File: src/rtl/dfa_seq_ctrl.sv
// Serialises one request string per transaction, MSB-first, into an external single-bit DFA,
// then returns the DFA verdict and keeps saturating accept/total statistics.
module dfa_seq_ctrl #(
   parameter int MAXLEN = 16,
   parameter int LEN_W  = $clog2(MAXLEN + 1),
   parameter int STAT_W = 16
) (
   input  logic              clk,
   input  logic              rst,
   input  logic              req_valid,
   output logic              req_ready,
   input  logic [MAXLEN-1:0] req_bits,
   input  logic [LEN_W-1:0]  req_len,
   output logic              res_valid,
   input  logic              res_ready,
   output logic              res_accept,
   output logic              res_len_err,
   output logic              dfa_rst,
   output logic              dfa_in,
   input  logic              dfa_accept,
   output logic              busy,
   output logic [STAT_W-1:0] acc_cnt,
   output logic [STAT_W-1:0] tot_cnt
);

   localparam int IDX_W = (MAXLEN > 1) ? $clog2(MAXLEN) : 1;

   typedef enum logic [2:0] {IDLE, CLEAR, SHIFT, CHECK, DONE} state_t;

   state_t              state_q, state_d;
   logic [MAXLEN-1:0]   bits_q, bits_d;
   logic [LEN_W-1:0]    len_q, len_d;
   logic                len_err_q, len_err_d;
   logic [IDX_W-1:0]    idx_q, idx_d;
   logic                res_valid_q, res_valid_d;
   logic                res_accept_q, res_accept_d;
   logic                res_len_err_q, res_len_err_d;
   logic [STAT_W-1:0]   acc_cnt_q, acc_cnt_d;
   logic [STAT_W-1:0]   tot_cnt_q, tot_cnt_d;

   // NOTE: sequential state uses non-blocking assignments so every register samples pre-edge values.
   always_ff @(posedge clk or negedge rst) begin
      if (!rst) begin
         state_q       <= IDLE;
         bits_q        <= '0;
         len_q         <= '0;
         len_err_q     <= 1'b0;
         idx_q         <= '0;
         res_valid_q   <= 1'b0;
         res_accept_q  <= 1'b0;
         res_len_err_q <= 1'b0;
         acc_cnt_q     <= '0;
         tot_cnt_q     <= '0;
      end else begin
         state_q       <= state_d;
         bits_q        <= bits_d;
         len_q         <= len_d;
         len_err_q     <= len_err_d;
         idx_q         <= idx_d;
         res_valid_q   <= res_valid_d;
         res_accept_q  <= res_accept_d;
         res_len_err_q <= res_len_err_d;
         acc_cnt_q     <= acc_cnt_d;
         tot_cnt_q     <= tot_cnt_d;
      end
   end

   // NOTE: every signal gets a default first so no path through the case infers a latch.
   always_comb begin
      state_d       = state_q;
      bits_d        = bits_q;
      len_d         = len_q;
      len_err_d     = len_err_q;
      idx_d         = idx_q;
      res_valid_d   = res_valid_q;
      res_accept_d  = res_accept_q;
      res_len_err_d = res_len_err_q;
      acc_cnt_d     = acc_cnt_q;
      tot_cnt_d     = tot_cnt_q;
      unique case (state_q)
         IDLE: begin
            if (req_valid) begin
               bits_d    = req_bits;
               len_err_d = (req_len > LEN_W'(MAXLEN));
               len_d     = len_err_d ? LEN_W'(MAXLEN) : req_len;
               state_d   = CLEAR;
            end
         end
         CLEAR: begin
            // For the empty string the index value is never used.
            idx_d   = IDX_W'(len_q - LEN_W'(1));
            state_d = (len_q != '0) ? SHIFT : CHECK;
         end
         SHIFT: begin
            if (idx_q == '0) state_d = CHECK;
            else             idx_d   = idx_q - IDX_W'(1);
         end
         CHECK: begin
            res_accept_d  = dfa_accept;
            res_len_err_d = len_err_q;
            res_valid_d   = 1'b1;
            if (tot_cnt_q != '1)               tot_cnt_d = tot_cnt_q + STAT_W'(1);
            if (dfa_accept && acc_cnt_q != '1) acc_cnt_d = acc_cnt_q + STAT_W'(1);
            state_d = DONE;
         end
         DONE: begin
            if (res_ready) begin
               res_valid_d = 1'b0;
               state_d     = IDLE;
            end
         end
         default: state_d = IDLE;
      endcase
   end

   always_comb begin
      req_ready   = (state_q == IDLE);
      busy        = (state_q != IDLE);
      dfa_rst     = ~rst | (state_q == CLEAR);
      dfa_in      = (state_q == SHIFT) ? bits_q[idx_q] : 1'b0;
      res_valid   = res_valid_q;
      res_accept  = res_accept_q;
      res_len_err = res_len_err_q;
      acc_cnt     = acc_cnt_q;
      tot_cnt     = tot_cnt_q;
   end

endmodule

File: config.mk
export PLATFORM = sky130hd
export DESIGN_NAME = dfa_seq_ctrl
export DESIGN_NICKNAME = d
export VERILOG_FILES = /design/src/rtl/dfa_seq_ctrl.sv
export SDC_FILE = /design/constraint.sdc
export NUM_CORES = 1
export LEC_CHECK = 0
export BUFFER_PORTS_ARGS = -buffer_cell sky130_fd_sc_hd__buf_4
export CORE_MARGIN = 2
export CORE_UTILIZATION = 45
export DETAILED_ROUTE_END_ITERATION = 10
export PLACE_DENSITY = 0.73
export SLEW_MARGIN = 20
export SYNTH_ARGS = -nofsm -noshare
export SYNTH_HDL_FRONTEND = slang
export SYNTH_SLANG_ARGS = --single-unit
File: constraint.sdc
create_clock -name clk -period 2.1 [get_ports clk]
set_input_delay 0.105 -clock clk [delete_from_list [all_inputs] [get_ports clk]]
set_output_delay 0.105 -clock clk [all_outputs]
set_load 0.03 [all_outputs]
==> flow_metrics.py <==
metrics = {
    "pwr": {
        "fin_total_pwr_uw": 4760,
        "power_frac_seq_pct": 40.8,
        "pwr-share-clk_pct": 21.4,
        "powerDensity_nw_per_um2": 1180,
        "p_int_uw": 3060,
        "power.leakage_uw": 0.00194,
        "ir_drop_uv": 713,
        "switching_share_pct": 35.7,
        "power_frac_comb_pct": 37.8,
        "p_sw_uw": 1700,
    },
    "die": {
        "initial_utilization_pct": 46.2,
        "die_area_um2": 7580,
        "die_w_um": 87.0,
        "die_y_um": 87.0,
        "rows": 30,
        "core_area_um2": 6720,
        "io_pins": 65,
    },
    "timing": {
        "final_max_slew_viol_count": 0,
        "finalClockSkew_ns": 0.00836,
        "setup_violations": 1,
        "setup_slack_ns": -0.0520,
        "fmaxAchievable_ghz": 0.465,
        "whs_ns": 0.0245,
        "tightestPinTransition_ns": 0.477,
        "final.min_clock_period_ns": 2.15,
        "hold_violations": 0,
        "slew_headroom_pct": 68.2,
        "finalCritPeriodShare_pct": 102,
        "rsz0062_at_grt": "yes",
    },
    "drt": {
        "drc_errors": 0,
        "via_count": 2343,
        "ant_nets": 0,
        "drt-pass1-iter-count": 6,
        "drt_first_iter_violations": 63,
        "via_per_inst": 5.37,
        "drt-total-wl_um": 6340,
        "route.detailed.wl_per_inst_um": 14.5,
    },
    "synthesis": {
        "synth.avg_cell_area_um2": 11.9,
        "async_flop_share_pct": 100,
        "yosysTopAreaCellShare_pct": 51.6,
        "synth_area_um2": 3100,
        "synth_edf_count": 0,
        "ys_ff_latch": 64,
        "ys_seq_area_share_pct": 51.6,
        "synth_top_area_cell": "dfrtp_1",
        "synth_nets": 289,
        "yosysWarnings": 0,
        "netlist_top_cells_area": "dfrtp_1, mux2_1, xor2_1",
        "syn_inst": 260,
        "netlist-cell-type-count": 49,
        "ys.flop_type": "dfrtp_1",
    },
    "cts": {
        "htree_levels": 3,
        "clk_path_buf_depth": 2,
        "clk_pin_slew_ns": 0.07,
        "cts_tree": "yes",
        "cts_root_buffer": "clkbuf_8",
        "cts_sinks": 64,
        "clock_latency_ns": 0.33,
        "cts_buffers": 9,
    },
    "critical_path": {
        "critical_path_depth": 4,
        "crit_start": "idx_q[0]",
        "worst-setup-path-type": "reg2out",
        "path_delay_family": "multiplexers",
        "critPathBufInv": 1,
        "ff2ff_path_depth": 8,
        "worst_ep_required_time_ns": 2.00,
        "crit_path_max_fanout": 5,
        "slowest_stage": "mux4_2",
        "end_kind": "output pin",
        "regToRegStartpoint": "state_q[0]",
        "cp-start-kind": "register",
        "crit_arrival_ns": 2.05,
        "slowest_delay_ns": 0.52,
        "worst_path_most_repeated_cell": "mux4_2",
        "crit_chain": "mux4_2 -> mux4_2 -> and2_4 -> buf_6",
    },
    "global_routing": {
        "grt_overflow": 0,
        "grt_usage_pct": 18.4,
        "grt_antenna_before_repair": 0,
        "grt_max_degree": 39,
        "grt_pass1_vias": 2309,
        "grt_pass1_wl_um": 10800,
    },
    "cells_and_area": {
        "antenna_cells": 0,
        "area_growth_pct": 30.6,
        "stdcell_area_um2": 4050,
        "nets": 381,
        "drive_gt1_share_pct": 28.4,
        "utilization_pct": 60.3,
    },
    "min_path": {
        "hp-class": "in2reg",
        "worstHoldStart": "req_len[4]",
        "holdPathStages": 2,
    },
    "outcome": {
        "status": "finished with violations",
        "violations": "setup timing",
    },
    "placement": {
        "placed_cell_area_um2": 3690,
        "port_buffers": 64,
        "gp_congestion": 0.793,
        "dp_hpwl_um": 4440,
    },
    "flow_run": {
        "maxCapViolCount": 0,
    },
}
-- repair_timing --
action | CTS | global route
gates resized for setup | 6 | 1
endpoints found under the hold margin | 52 | 0
cloned | 0 | 0
hold buffers | 17 | 0
setup buffers | 1 | 0
setup endpoints to repair | 1 | 2
-- metal layers --
| metal | wire [um] | share of wire (%) | vias to the layer above | global-route usage [%] |
|---|---|---|---|---|
| met1 | 2800 | 44 | 1140 | 24.6 |
| met3 | 234 | 3.7 | 6 | 4.64 |
| met5 | 0 | 0 | - | 0 |
| met2 | 3240 | 51 | 52 | 28.6 |
| li1 | - | - | 1145 | - |
| met4 | 65 | 1.0 | 0 | 7.53 |
-- cells in the final DEF (no fill, tap or decap), types with 2 or more instances in the layout --
master / Yosys / routed
xor2_1: 18 / 18
a31oi_1: 2 / 2
and4_1: 4 / 4
xnor2_1: 10 / 10
mux2i_1: 4 / 4
and3_1: 3 / 3
o21ai_0: 2 / 2
nand3b_1: 3 / 3
nor2b_1: 2 / 2
nand2b_1: 7 / 7
mux4_2: 2 / 5
clkinv_2: 0 / 3
clkbuf_8: 0 / 10
nand4_1: 9 / 9
or3_1: 4 / 4
nand2_1: 19 / 19
nand3_1: 12 / 12
dlygate4sd3_1: 0 / 17
nor4b_1: 2 / 2
nor4_4: 2 / 2
a41oi_1: 2 / 2
dfrtp_1: 64 / 63
nor3_1: 9 / 9
nor2_1: 10 / 9
ha_1: 3 / 3
buf_4: 2 / 71
a21oi_1: 5 / 5
mux2_1: 19 / 19
nor4_1: 6 / 6
o21ai_1: 7 / 7
-- cells by family (layout without fill, tap and decap cells) --
| family | Yosys count | in the layout | synth area share [%] |
|---|---|---|---|
| multiplexers | 29 | 29 | 12.5 |
| adder cells (fa/ha/maj) | 3 | 3 | 1.21 |
| AND/OR/NAND/NOR | 100 | 100 | 19.4 |
| flip-flops | 64 | 64 | 51.6 |
| AO/OA/AOI/OAI | 26 | 26 | 5.56 |
| buffers and inverters | 10 | 106 | 1.77 |
| XOR/XNOR | 28 | 28 | 7.90 |
-- state kept, by name (all words and copies together) (netlist names), 3 cells and up --
name,flops
acc_cnt,16
tot_cnt,16
len_q,5
bits_q,16
state_q,3
idx_q,4
-- final timing paths --
check / to / slack [ns]
worst max register to register: idx_q[2] / 0.19
worst min-delay path: len_q[4] / 0.02
worst min register to register: res_len_err / 0.48
max in group asynchronous: idx_q[0] / 1.06
min in group asynchronous: tot_cnt[14] / 0.28
worst max-delay path: dfa_in / -0.05
-- stage by stage --
| stage | std cells | worst slack (ns) | TNS (ns) |
|---|---|---|---|
| 2_1_floorplan | 260 | 0.161 | 0 |
| 3_3_place_gp | 403 | 0.150 | 0 |
| 3_5_place_dp | 403 | 0.0905 | 0 |
| 4_1_cts | 436 | -0.0903 | -0.0903 |
| 5_1_grt | 436 | -0.140 | -0.140 |
| 6_report | 436 | -0.0520 | -0.0520 |
-- cell usage after synthesis (3+ instances only) --
cell	number
a21oi_1	5
dfrtp_1	64
nand3_1	12
nand2b_1	7
nand4_1	9
nor3_1	9
mux2_1	19
nand2_1	19
nand3b_1	3
xor2_1	18
o21ai_1	7
and4_1	4
xnor2_1	10
or3_1	4
mux4_1	3
nor4_1	6
ha_1	3
clkbuf_1	3
nor2_1	10
and3_1	3
mux2i_1	4
-- power groups by stage --
| stage | Clock [uW] | Combinational (uW) | Sequential (uW) |
|---|---|---|---|
| 2_1_floorplan | 0 | 1160 | 2010 |
| 3_3_place_gp | 0 | 1690 | 1950 |
| 3_5_place_dp | 0 | 1750 | 1960 |
| 4_1_cts | 1040 | 1820 | 1950 |
| 5_1_grt | 1120 | 1980 | 2000 |
| 6_report | 1020 | 1800 | 1950 |
-- final cells by class --
type | count | area (um2)
tap | 80 | 100
fill | 567 | 2670
clock buffer | 11 | 141
timing repair buffer | 89 | 714
inverter | 2 | 7.51
multi-input combinational | 186 | 1440
sequential | 64 | 1600
clock inverter | 4 | 45.0
Note: power is estimated with default switching activity, not from simulation.
